[config.mk]
export PLATFORM = sky130hd
export DESIGN_NAME = riscv_lsu
export DESIGN_NICKNAME = d
export VERILOG_FILES = /design/src/rtl/riscv_lsu.sv
export SDC_FILE = /design/constraint.sdc
export NUM_CORES = 1
export LEC_CHECK = 0
export BUFFER_PORTS_ARGS = -buffer_cell sky130_fd_sc_hd__buf_2
export CAP_MARGIN = 40
export CELL_PAD_IN_SITES_DETAIL_PLACEMENT = 0
export CELL_PAD_IN_SITES_GLOBAL_PLACEMENT = 1
export CORE_MARGIN = 4
export CORE_UTILIZATION = 41
export CTS_CLUSTER_DIAMETER = 60
export DETAILED_ROUTE_END_ITERATION = 12
export PLACE_DENSITY = 0.95
export SETUP_SLACK_MARGIN = 0.4
export SLEW_MARGIN = 20
export SYNTH_ARGS = -nofsm -noshare
export SYNTH_HDL_FRONTEND = slang
export SYNTH_SLANG_ARGS = --single-unit
[constraint.sdc]
create_clock -name clk -period 6.7 [get_ports clk]
set_clock_uncertainty 0.05 [all_clocks]
set_input_delay 0.67 -clock clk [delete_from_list [all_inputs] [get_ports clk]]
set_output_delay 0.67 -clock clk [all_outputs]
set_load 0.01 [all_outputs]
[src/rtl/riscv_lsu.sv]
// Load/store unit: turns one core access into a word-aligned bus transaction
// with byte strobes and returns extended load data, with misalign and timeout errors.
module riscv_lsu #(
    parameter int TIMEOUT_CYC = 255
) (
    input  logic        clk,
    input  logic        rst,
    input  logic        cpu_valid,
    input  logic        cpu_wen,
    input  logic [2:0]  cpu_memop,
    input  logic [31:0] cpu_addr,
    input  logic [31:0] cpu_wdata,
    output logic [31:0] cpu_rdata,
    output logic        cpu_done,
    output logic        cpu_err,
    output logic        stall,
    output logic        bus_req_valid,
    input  logic        bus_req_ready,
    output logic        bus_we,
    output logic [31:0] bus_addr,
    output logic [31:0] bus_wdata,
    output logic [3:0]  bus_wstrb,
    input  logic        bus_rsp_valid,
    input  logic [31:0] bus_rdata
);

    typedef enum logic [1:0] {IDLE, REQ, WAIT, DONE} state_t;

    localparam logic [15:0] TO_LAST = 16'(TIMEOUT_CYC - 1);

    state_t      state;
    logic        wen_q;
    logic [2:0]  op_q;
    logic [1:0]  off_q;
    logic [15:0] cnt;

    logic        illegal;
    logic        misal;
    logic        rsp_take;
    logic [31:0] lane_wdata;
    logic [3:0]  lane_strb;

    assign illegal = (cpu_memop == 3'b011) || (cpu_memop[2:1] == 2'b11) ||
                     (cpu_memop[2] && cpu_wen);
    assign misal   = ((cpu_memop[1:0] == 2'b01) && cpu_addr[0]) ||
                     ((cpu_memop[1:0] == 2'b10) && (cpu_addr[1:0] != 2'b00));

    // A response in the same cycle as request acceptance completes the access.
    assign rsp_take = ((state == REQ) && bus_req_ready && bus_rsp_valid) ||
                      ((state == WAIT) && bus_rsp_valid);

    assign stall = cpu_valid & ~cpu_done;

    always_comb begin
        lane_wdata = cpu_wdata;
        lane_strb  = 4'b1111;
        case (cpu_memop[1:0])
            2'b00: begin
                lane_wdata = {4{cpu_wdata[7:0]}};
                lane_strb  = 4'b0001 << cpu_addr[1:0];
            end
            2'b01: begin
                lane_wdata = {2{cpu_wdata[15:0]}};
                lane_strb  = 4'b0011 << cpu_addr[1:0];
            end
            default: begin
                lane_wdata = cpu_wdata;
                lane_strb  = 4'b1111;
            end
        endcase
    end

    function automatic logic [31:0] load_ext(input logic [2:0]  op,
                                             input logic [1:0]  off,
                                             input logic [31:0] w);
        logic [7:0]  b;
        logic [15:0] h;
        b = w[{off, 3'b000} +: 8];
        h = off[1] ? w[31:16] : w[15:0];
        case (op)
            3'b000:  load_ext = {{24{b[7]}}, b};
            3'b001:  load_ext = {{16{h[15]}}, h};
            3'b100:  load_ext = {24'd0, b};
            3'b101:  load_ext = {16'd0, h};
            default: load_ext = w;
        endcase
    endfunction

    always_ff @(posedge clk or negedge rst) begin
        if (!rst) begin
            state         <= IDLE;
            wen_q         <= 1'b0;
            op_q          <= 3'd0;
            off_q         <= 2'd0;
            cnt           <= 16'd0;
            cpu_rdata     <= 32'd0;
            cpu_done      <= 1'b0;
            cpu_err       <= 1'b0;
            bus_req_valid <= 1'b0;
            bus_we        <= 1'b0;
            bus_addr      <= 32'd0;
            bus_wdata     <= 32'd0;
            bus_wstrb     <= 4'd0;
        end else begin
            cpu_done <= 1'b0;
            case (state)
                IDLE: begin
                    if (cpu_valid) begin
                        wen_q <= cpu_wen;
                        op_q  <= cpu_memop;
                        off_q <= cpu_addr[1:0];
                        cnt   <= 16'd0;
                        if (illegal || misal) begin
                            state     <= DONE;
                            cpu_done  <= 1'b1;
                            cpu_err   <= 1'b1;
                            cpu_rdata <= 32'd0;
                        end else begin
                            state         <= REQ;
                            bus_req_valid <= 1'b1;
                            bus_we        <= cpu_wen;
                            bus_addr      <= {cpu_addr[31:2], 2'b00};
                            bus_wdata     <= lane_wdata;
                            bus_wstrb     <= cpu_wen ? lane_strb : 4'b0000;
                        end
                    end
                end
                REQ, WAIT: begin
                    cnt <= cnt + 16'd1;
                    if (rsp_take) begin
                        state         <= DONE;
                        cpu_done      <= 1'b1;
                        cpu_err       <= 1'b0;
                        cpu_rdata     <= wen_q ? 32'd0 : load_ext(op_q, off_q, bus_rdata);
                        bus_req_valid <= 1'b0;
                    end else if (cnt == TO_LAST) begin
                        state         <= DONE;
                        cpu_done      <= 1'b1;
                        cpu_err       <= 1'b1;
                        cpu_rdata     <= 32'd0;
                        bus_req_valid <= 1'b0;
                    end else if ((state == REQ) && bus_req_ready) begin
                        state         <= WAIT;
                        bus_req_valid <= 1'b0;
                    end
                end
                DONE: begin
                    state <= IDLE;
                end
                default: begin
                    state <= IDLE;
                end
            endcase
        end
    end

endmodule

==> flow_metrics.env <==
export IMPL_final_antenna_net_count=0
export IMPL_io_pins=210
export IMPL_grt_usage_pct=18.8
export IMPL_async_flop_share_pct=100
export IMPL_fin_cells=967
export IMPL_synth_ff_type="dfrtp_1"
export IMPL_cts_sinks=126
export IMPL_worstPathCellList="inv_1, ha_1, inv_1, o32ai_2, o31ai_4, buf_4, o21ai_0"
export IMPL_synthSimpleGateAreaFrac_pct=13.5
export IMPL_synth_compound_area_share_pct=15.6
export IMPL_hold_buffers=0
export IMPL_tns_ps=0
export IMPL_cts_root_buf="clkbuf_16"
export IMPL_dp_cells=937
export IMPL_start_util_pct=41.8
export IMPL_irDropWorstVdd_v=0.000216
export IMPL_hold_violations=0
export IMPL_finalCritPeriodShare_pct=39.7
export IMPL_path_max_fanout=64
export IMPL_finalInstanceArea_um2=7760
export IMPL_die_y_um=130
export IMPL_drt_iter0_drc=235
export IMPL_fillerInstances=1337
export IMPL_antenna_found_initial=2
export IMPL_drive_above_1_share_pct=39.1
export IMPL_grt_overflow_total=0
export IMPL_first_pass_iters=4
export IMPL_status="finished clean"
export IMPL_cts_resized=0
export IMPL_path_clk_slew_ps=60
export IMPL_fin_crit_ps=2660
export IMPL_rows=44
export IMPL_wl_per_cell_um=16.5
export IMPL_cp_arrival_ps=2870
export IMPL_hold_class="in2async"
export IMPL_synth_edf_count=0
export IMPL_postSynthAreaPerCell_um2=10.5
export IMPL_maxSlewViolCount=0
export IMPL_clk_path_buf_depth=2
export IMPL_synth_area_um2=6060
export IMPL_cpMaxStageDelayCell="buf_4"
export IMPL_synth_xor_area_share_pct=0.723
export IMPL_endpoint_kind="flop"
export IMPL_syn2layout_area_growth_pct=28.1
export IMPL_fmax_ghz=0.376
export IMPL_cp_required_ps=6910
export IMPL_htreeDepth=4
export IMPL_p_total_mw=3.45
export IMPL_max_stage_delay_ps=570
export IMPL_synth_seq_area_share_pct=52.1
export IMPL_worst_slew_pin_slew_ps=800
export IMPL_synth_top_family_by_area="compound AO/OA/AOI/OAI gates"
export IMPL_core_area_um2=14500
export IMPL_drc=0
export IMPL_crit_type="reg2reg"
export IMPL_synth_cells=576
export IMPL_port_buffers=207
export IMPL_grt_pass1_wl_mm=25.1
export IMPL_slew_headroom_pct=46.6
export IMPL_synth_adder_area_share_pct=1.24
export IMPL_crit_path_frequent_cell="inv_1"
export IMPL_ys_types=47
export IMPL_globalplace_congestion=0.828
export IMPL_pre_cts_ws_ps=3810
export IMPL_powerDensity_nw_per_um2=445
export IMPL_grt_max_degree=69
export IMPL_cts_tree="yes"
export IMPL_max_cap_violations=0
export IMPL_drt_wl_total_mm=15.9
export IMPL_final_util_pct=53.6
export IMPL_start_kind="flop"
export IMPL_setup_viol=0
export IMPL_rsz0062_at_grt="false"
export IMPL_via_per_inst=5.22
export IMPL_numCtsBuffers=17
export IMPL_yosys_warnings=0
export IMPL_synthMuxAreaShare_pct=13.5
export IMPL_vias=5047
export IMPL_dp_hpwl_mm=11.5
export IMPL_nNetsFinal=884
export IMPL_die_w_um=130
export IMPL_die_area_um2=16800
export IMPL_grt_pass1_vias=4995
export IMPL_post_cts_setup_buffers=0
export IMPL_place_area_um2=7250
export IMPL_clock_latency_ps=410
export IMPL_p_leak_nw=3.84
export IMPL_hold_ws_ps=250
export IMPL_layout_setup_ws_ps=4040
export IMPL_synth_seq_cells=126
## cells in the final DEF, fill, tap and decap left out, types with 11 or more instances in the layout
cell       instances
mux2i_1           31
nand2_1           83
nor2_1            44
buf_2            206
o31ai_1           19
clkbuf_16         17
dfrtp_1          126
o31ai_2           13
mux2_2            45
nor2b_1           11
nor3_1            11
o21ai_0           57
a21oi_1           19
## flip-flops by register name, indices dropped and copies added (netlist names), 2 cells and up
register and cells:
bus_addr 30, cnt 16, bus_wstrb 4, op_q 3
bus_wdata 32, off_q 2, state 2, cpu_rdata 32
## worst max-delay path: cells and delay by family, from the launching register on
kind                       cells  cell delay [ps]
AOI/OAI and AO/OA              3              510
buffers and inverters          3             1090
adders and majority gates      1              450
DFF                            1              390
## cells in the mapped netlist, types with 3 or more instances
master / number / area, um2
a21oi_1: 19 / 95.1
a2bb2oi_1: 8 / 70.1
buf_1: 5 / 18.8
buf_2: 7 / 35.0
clkbuf_1: 20 / 75.1
dfrtp_1: 126 / 3150
ha_1: 6 / 75.1
inv_1: 9 / 33.8
mux2_2: 45 / 507
mux2i_1: 31 / 310
nand2_1: 83 / 312
nand3_1: 9 / 45.0
nand4_1: 4 / 25.0
nor2_1: 44 / 165
nor2b_1: 11 / 68.8
nor3_1: 11 / 55.1
nor3b_1: 3 / 22.5
o21ai_0: 57 / 285
o221ai_1: 7 / 61.3
o31ai_1: 19 / 143
o31ai_2: 14 / 175
or2_2: 3 / 18.8
xor2_1: 5 / 43.8
## layout make-up
type	instances	area [um2]	area share, %
Sequential cell	126	3150	40.6
Multi-Input combinational cell	406	2720	35.0
Tap cell	184	230	2.97
Timing Repair Buffer	213	1120	14.5
Clock buffer	21	450	5.81
Inverter	9	33.8	0.435
Clock inverter	7	45.0	0.581
Antenna cell	1	2.50	0.0323
## path summary, 6_finish.rpt
kind	to	cells after the start	from	slack, ps
max in group asynchronous	bus_wdata[21]	3	rst	5220
worst min register to register	bus_wstrb[0]	2	bus_wstrb[0]	410
worst max-delay path	cpu_rdata[5]	7	state[0]	4040
min in group clk	bus_wstrb[0]	2	bus_wstrb[0]	410
worst max register to register	cpu_rdata[5]	7	state[0]	4040
worst min-delay path	cpu_rdata[27]	1	rst	250
## layer usage
| metal | part of all wire (%) | global-route usage (%) |
|---|---|---|
| met3 | 7.4 | 5.77 |
| met5 | 0.050 | 0 |
| met4 | 1.7 | 6.72 |
| met1 | 44 | 25.7 |
| met2 | 46 | 28.5 |
## power breakdown
group          total, mW  leakage, nW  switching [mW]  internal (mW)
clock network      0.785        0.233           0.314          0.470
logic               1.40         1.98           0.832          0.564
registers           1.27         1.63           0.202           1.07
total               3.45         3.84            1.35           2.10
## logic make-up after synthesis
group,Yosys count
flip-flops,126
other,1
multiplexers,76
AO/OA/AOI/OAI,137
XOR/XNOR,5
adder cells (fa/ha/maj),6
AND/OR/NAND/NOR,180
buffers and inverters,45
Power figures use the tool's default switching activity.
